--- config.mk ---
export PLATFORM = sky130hd
export DESIGN_NAME = demux_4_output_stream
export DESIGN_NICKNAME = d
export VERILOG_FILES = /design/src/rtl/demux_4_output_stream.sv
export SDC_FILE = /design/constraint.sdc
export NUM_CORES = 1
export LEC_CHECK = 0
export ABC_AREA = 1
export CAP_MARGIN = 10
export CORE_MARGIN = 2
export CORE_UTILIZATION = 25
export DETAILED_ROUTE_END_ITERATION = 8
export PLACE_DENSITY_LB_ADDON = 0.05
export SYNTH_ARGS = -nofsm -noshare
export SYNTH_HDL_FRONTEND = slang
export SYNTH_SLANG_ARGS = --single-unit
--- constraint.sdc ---
create_clock -name clk -period 5.07 [get_ports clk]
set_clock_uncertainty 0.2 [all_clocks]
set_input_delay 1.014 -clock clk [delete_from_list [all_inputs] [get_ports clk]]
set_output_delay 1.014 -clock clk [all_outputs]
set_load 0.01 [all_outputs]
--- src/rtl/demux_4_output_stream.sv ---
// demux_4_output_stream: 1-to-4 valid/ready stream demultiplexer with one registered slot per output.
//   Build option: define DEMUX_PKT_LOCK_EN to keep multi-beat packets on the output chosen by their first beat.
//   Ports:
//     clk, reset              rising-edge clock, synchronous active-high reset
//     in_data/in_sel/in_last  input beat, destination select (0..3), end-of-packet flag
//     in_valid/in_ready       input handshake; in_ready depends only on dest and y_ready
//     y0..y3                  registered slot data for outputs 0..3
//     y_last/y_valid          per-slot last flag and valid bit (bit i = output i)
//     y_ready                 per-output consumer ready
module demux_4_output_stream #(
    parameter int width = 32
) (
    input  logic             clk,
    input  logic             reset,
    input  logic [width-1:0] in_data,
    input  logic [1:0]       in_sel,
    input  logic             in_last,
    input  logic             in_valid,
    output logic             in_ready,
    output logic [width-1:0] y0,
    output logic [width-1:0] y1,
    output logic [width-1:0] y2,
    output logic [width-1:0] y3,
    output logic [3:0]       y_last,
    output logic [3:0]       y_valid,
    input  logic [3:0]       y_ready
);
    logic [3:0][width-1:0] data_q, data_d;
    logic [3:0]            last_q, last_d, valid_q, valid_d, hit;
    logic [1:0]            dest;
    logic                  acc;
`ifdef DEMUX_PKT_LOCK_EN
    typedef enum logic {IDLE, LOCKED} state_t;
    state_t     state_q, state_d;
    logic [1:0] lock_q, lock_d;
    assign dest = state_q == LOCKED ? lock_q : in_sel;
    always_comb begin
        state_d = acc ? (in_last ? IDLE : LOCKED) : state_q;
        lock_d  = acc && state_q == IDLE && !in_last ? in_sel : lock_q;
    end
    always_ff @(posedge clk) begin
        if (reset) begin
            state_q <= IDLE;
            lock_q  <= '0;
        end else begin
            state_q <= state_d;
            lock_q  <= lock_d;
        end
    end
`else
    assign dest = in_sel;
`endif
    // a full slot may be refilled in the same cycle it drains
    assign in_ready = !reset && (!valid_q[dest] || y_ready[dest]);
    assign acc      = in_valid && in_ready;
    assign hit      = acc ? 4'b0001 << dest : 4'b0000;
    always_comb begin
        for (int i = 0; i < 4; i++) begin
            data_d[i] = hit[i] ? in_data : data_q[i];
            last_d[i] = hit[i] ? in_last : last_q[i];
        end
        valid_d = hit | (valid_q & ~y_ready);
    end
    always_ff @(posedge clk) begin
        if (reset) begin
            data_q  <= '0;
            last_q  <= '0;
            valid_q <= '0;
        end else begin
            data_q  <= data_d;
            last_q  <= last_d;
            valid_q <= valid_d;
        end
    end
    assign y0      = data_q[0];
    assign y1      = data_q[1];
    assign y2      = data_q[2];
    assign y3      = data_q[3];
    assign y_last  = last_q;
    assign y_valid = valid_q;
endmodule

==> summary.txt, run 1 <==
status: complete, no violations
YS warnings: 0
CTS root buffer: clkbuf_16
CTS clk-pin slew, worst paths: 0.05 ns
final instance area: 8198 sq um
Syn Inst Count: 881
row cnt: 55
# setup viols final: 0
number of setup buffers added after CTS: 0
min-delay worst type: reg2reg
pin count of the biggest net entering global routing: 53
WL met3: 1413 um
I/O pin cnt: 179
WS Path Type: in2out
Required @ worst endpoint: 3.86 ns
CP max FO: 8
Max IR drop VDD: 0.1838 mV
die width: 155.1 um
Die Span Y: 155.1 um
average wire per cell in the routed design: 12.23 um
most common cell in the netlist: nand2_1
Num CTS Buffers: 17
Post-synth ARST share: 0%
P_leak: 0.004070 uW
slew margin rel.: 61.10%
synth unique cells: 13
pre-CTS WS: 1.092 ns
Max Root-Sink Buffers: 2
initial antenna violation count: 0
diode count: 0
syn avg cell area: 6.476 sq um
# hold bufs at CTS: 0
max cap viols: 0
Yosys top cell area share: 47.72%
cts repair resizes: 0
antenna-violating nets left: 0
reg2reg end: y1[3]
fmax: 253.0 MHz
register area share after synthesis: 47.72%
Synth top cells by count: 281 x nand2_1, 267 x nor2_1, 138 x inv_1
Crit. End Element: output port
start of the worst register-to-register path: y_valid[3]
post-synthesis cell area: 5705 sq um
DRC: 0
Top Metal Used: met4
DR iter-0 viols: 152
GPL Wtd Cong: 0.7151
reg2reg setup slack: 2.81 ns
vias in the first global route: 4792
utilization after layout: 36.43%
Worst Hold Depth: 2
post-placement cell area: 7629 sq um
Buffers on Ports: 178
register bit total from synthesis: 136
share of cells above drive strength 1: 4.087%
Core ar.: 22500 sq um
Worst Path Arrival: 2.74 ns
clk sink count: 136
slew at the pin closest to its max-slew limit: 0.5836 ns
PwrDens: 319.2 nW/um^2
Final HPWL DP: 10820 um
Final nets: 1083
ys flop type: dfxtp_1
TritonCTS clock tree: built
Pre-antenna DRT Iters: 4
first-pass GRT wire length: 26300 um
vias per inst: 3.856
worst reg2reg path depth: 10
syn nets: 923
M1 wire length: 7735 um
RSZ-0062 raised after global routing: false
Overflow after GRT: 0
Min Clock Period, post-route: 3.952 ns
final worst slack: 1.118 ns
part of the cycle the worst path needs: 77.95%
number of flops mapped to enable cells by yosys: 0
Hold Path End: y_valid[0]
setup TNS: 0 ns
H-Tree Level Count: 4
hold_sp: y_valid[0]
DR vias: 5155
DRT Wirelength: 16350 um
Starting Density: 25.35%
GRT Util Overall: 14.00%
Synth area leaders: dfxtp_1 48%, nand2_1 18%, nor2_1 18%
Slew Limit Fails: 0
CP Launch Type: input pin
DR WL met2: 7047 um
die area: 24050 sq um
final hold vios: 0
Clk Latency, worst-skew pair: 0.40 ns
post-synth top area cell: dfxtp_1
Synth-to-Final Area Change: 43.68%
-- layer usage --
layer / GRT usage [%] / vias up
met3: 6.351 / 7
met4: 4.101 / 0
li1: - / 2819
met5: 0 / -
met1: 17.98 / 2210
met2: 21.14 / 119
-- per-stage QoR --
step	hold slack [ns]	total power (uW)	std cells
2_1_floorplan	0.2928	1276	881
3_3_place_gp	0.2835	1428	1307
3_5_place_dp	0.2815	1427	1307
4_1_cts	0.2952	2674	1337
5_1_grt	0.3088	2755	1337
6_report	0.2885	2617	1337
-- placed cells by master, fill, tap and decap left out, drive strengths merged --
cell type and n:
clkbuf 19, nand4 4, bufinv 2, nor2 268
clkinvlp 4, inv 141, nand2 282, buf 6
dfxtp 136, a21oi 5, nand3 3, clkdlybuf4s50 178
clkinv 4
-- worst max path at each step --
stage                     slack, ns       end  startpoint  cells after the start
after global routing           0.97  in_ready   in_sel[0]                      7
after global placement         1.09  in_ready   in_sel[0]                      7
after floorplan                2.18  in_ready   in_sel[0]                      6
after detailed placement       1.09  in_ready   in_sel[0]                      7
after CTS                      1.09  in_ready   in_sel[0]                      7
final                          1.12  in_ready   in_sel[0]                      7
-- cells by family after synthesis --
kind of cell | Yosys count | synth area share [%]
flip-flops | 136 | 47.72
AND/OR/NAND/NOR | 557 | 37.41
buffers and inverters | 183 | 14.43
AO/OA/AOI/OAI | 5 | 0.4385
-- report_power, final --
| group | total [uW] | switching [uW] | internal (uW) | leakage, uW |
|---|---|---|---|---|
| clock | 1220 | 485 | 733 | 0.000267 |
| combinational | 272 | 144 | 129 | 0.00270 |
| sequential | 1130 | 18.5 | 1110 | 0.00111 |
| total | 2620 | 648 | 1970 | 0.00407 |
-- area by class of cell --
cell class	instances	area, sq um
clock buffers	19	442.9
clock inverters	11	126.4
fillers	2435	14310
inverters	140	528.0
multi-input cells	562	2195
flip-flops and latches	136	2723
well taps	285	356.6
repair buffers	184	1827
-- worst max-delay path: stages --
cell and delay, ns:
clkdlybuf4s50_1 0.55, nor2_1 0.27, nand2_1 0.08, nand2_1 0.08, nor2_2 0.04, a21oi_1 0.12
clkdlybuf4s50_1 0.58
-- state kept, by name, indices dropped and copies added (netlist names) --
signal / flops
y1: 32
y_last: 4
y2: 32
y_valid: 4
y0: 32
y3: 32
Note: power is estimated with default switching activity, not from simulation.
==> inputs of run 2 (changes only) <==
- clock period: 5.07 -> 3.45 ns (I/O delays scaled with it)
==> run 2 against run 1 <==
Against the previous run: clock power grew 61%; setup slack lost 0.95 ns; register-to-register slack lost 1.2 ns; first-iteration DRC count grew 18%; hold slack lost 0.0067 ns; highest routed layer unchanged.
==> summary.txt, run 2 (synthesized netlist as in run 1, its figures left out) <==
status: complete, no violations
commonest non-fill, non-tap cell in the layout: nand2_1
CTS clk-pin slew, worst paths: 0.06 ns (about the same)
crit-path max cell delay: 0.64 ns (+0.06 ns)
Buffers on Ports: 178 (unchanged)
Die Span Y: 155.1 um (unchanged)
WS Path Type: in2out
vias per inst: 3.875 (+0.51%)
DRT Wirelength: 16390 um (+0.21%)
part of the cycle the worst path needs: 95.02%
clk sink count: 136 (unchanged)
die area: 24050 sq um (unchanged)
pin count of the biggest net entering global routing: 52 (-1.9%)
CP max FO: 8 (unchanged)
slew margin rel.: 63.65% (+2.6 points)
max cap viols: 0 (unchanged)
hold slack: 0.2818 ns (-0.006690 ns)
CP delay by family, top: buffers and inverters
Clk Latency, worst-skew pair: 0.41 ns (about the same)
CP Cell Sequence: clkdlybuf4s50_1 -> inv_2 -> nand2_1 -> nand2_1 -> nand2_1 -> nand2_1 -> a21oi_1 -> clkdlybuf4s50_1
Pwr Total: 4018 uW (+54%)
TritonCTS clock tree: built
non-filler cells, final: 1346 (+0.67%)
CP Launch Type: input pin
number of setup buffers added after CTS: 0 (unchanged)
GPL Wtd Cong: 0.7310 (+2.2%)
DR vias: 5216 (+1.2%)
PwrDens: 480.9 nW/um^2 (+51%)
row cnt: 55 (unchanged)
fmax: 305.0 MHz
final hold vios: 0 (unchanged)
clock share of power: 48.7% (+2.2 points)
average wire per cell in the routed design: 12.18 um (-0.46%)
combinational power share: 10.1% (-0.3 points)
GRT Util Overall: 14.05% (+0.049 points)
# hold bufs at CTS: 0 (unchanged)
Max IR drop VDD: 0.2857 mV (+55%)
setup TNS: 0 ns (unchanged)
Final nets: 1090 (+0.65%)
most frequent cells in the layout: 281 x nand2_1, 267 x nor2_1, 178 x clkdlybuf4s50_1
Core ar.: 22500 sq um (unchanged)
cts repair resizes: 0 (unchanged)
switch share: 24.07% (-0.68 points)
antenna-violating nets left: 0 (unchanged)
Required @ worst endpoint: 2.56 ns (-1.30 ns)
Crit. End Element: output port
slew at the pin closest to its max-slew limit: 0.5453 ns (-0.03830 ns)
Synth-to-Final Area Change: 46.43%
Internal Power: 3051 uW (+55%)
die width: 155.1 um (unchanged)
CTS root buffer: clkbuf_16
Worst Path Arrival: 2.39 ns (-0.35 ns)
Pre-antenna DRT Iters: 4 (unchanged)
share of cells above drive strength 1: 4.717% (+0.63 points)
I/O pin cnt: 179 (unchanged)
vias in the first global route: 4850 (+1.2%)
CP max stage cell: clkdlybuf4s50_1
# setup viols final: 0 (unchanged)
first-pass GRT wire length: 26350 um (+0.19%)
Overflow after GRT: 0 (unchanged)
Switch Pwr: 967.0 uW (+49%)
Worst Path Buf+Inv: 3 (+1)
initial antenna violation count: 0 (unchanged)
Starting Density: 25.35% (unchanged)
sequential share of power: 41.2% (-1.8 points)
DR iter-0 viols: 179 (+18%)
DRC: 0 (unchanged)
utilization after layout: 37.13% (+0.69 points)
P_leak: 0.004152 uW (+2.0%)
RSZ-0062 raised after global routing: false
H-Tree Level Count: 4 (unchanged)
Min Clock Period, post-route: 3.278 ns
Max Root-Sink Buffers: 2 (unchanged)
Slew Limit Fails: 0 (unchanged)
min-delay worst type: reg2reg
DP Cell Count: 1314 (+0.54%)
Final HPWL DP: 10870 um (+0.44%)
Num CTS Buffers: 17 (unchanged)
CP most frequent cell: nand2_1
==> run 2: cell count changes in the layout (fill, tap and decap cells not counted) <==
| cell | before | now |
|---|---|---|
| diode_2 | 0 | 1 |
| buf_12 | 0 | 4 |
| clkinv_2 | 2 | 1 |
| clkinv_4 | 2 | 3 |
| buf_4 | 6 | 9 |
| inv_6 | 1 | 0 |
| clkinvlp_4 | 4 | 3 |
| bufinv_16 | 2 | 4 |
| clkbuf_1 | 1 | 2 |
==> run 2: power by group through the flow <==
stage                     logic (uW)  registers, uW  clock network, uW
after floorplan                  159           1720                  0
after global placement           414           1690                  0
after detailed placement         411           1690                  0
after CTS                        414           1660               2020
after global routing             456           1660               2100
final                            406           1660               1960
==> run 2: final timing paths <==
| kind | from | endpoint | slack, ns | cells after the start |
|---|---|---|---|---|
| min | y_valid[2] | y_valid[2] | 0.28 | 2 |
| min reg2reg | y_valid[2] | y_valid[2] | 0.28 | 2 |
| max reg2reg | y_valid[3] | y2[15] | 1.59 | 10 |
| max | in_sel[0] | in_ready | 0.17 | 8 |
==> run 2: worst register-to-register path, stage by stage (launching register included) <==
cell	delay, ns
dfxtp_1	0.33
nand2_1	0.07
nand2_1	0.06
nand2_1	0.05
nand2_1	0.08
nand2_2	0.19
nand4_4	0.32
buf_12	0.30
nand2_1	0.07
nand2_1	0.04
nor2_1	0.10
==> run 2: cell type report <==
cell class                 instances  area [sq um]
multi-input combinational        562          2195
clock buffer                      20         446.7
timing repair buffer             191          1929
sequential                       136          2723
antenna                            1         2.502
fill                            2412         14150
tap                              285         356.6
inverter                         140         528.0
clock inverter                    11         173.9
==> run 2: layer usage <==
layer | share of wire (%) | global-route usage [%]
met3 | 8.3 | 5.627
met1 | 47 | 17.69
met5 | 0 | 0
met4 | 1.2 | 5.159
met2 | 44 | 21.69
==> run 2: stage by stage <==
stage | setup slack (ns) | cell area, sq um
after CTS | 0.1521 | 8352
final | 0.1717 | 8354
after detailed placement | 0.1563 | 7731
after global routing | 0.06894 | 8352
after global placement | 0.1526 | 7731
after floorplan | 1.212 | 5705
==> inputs of run 3 (changes only) <==
- TNS_END_PERCENT: unset -> 1
==> results of run 3 <==
Final layout, timing and power as in run 2 (identical DEF).
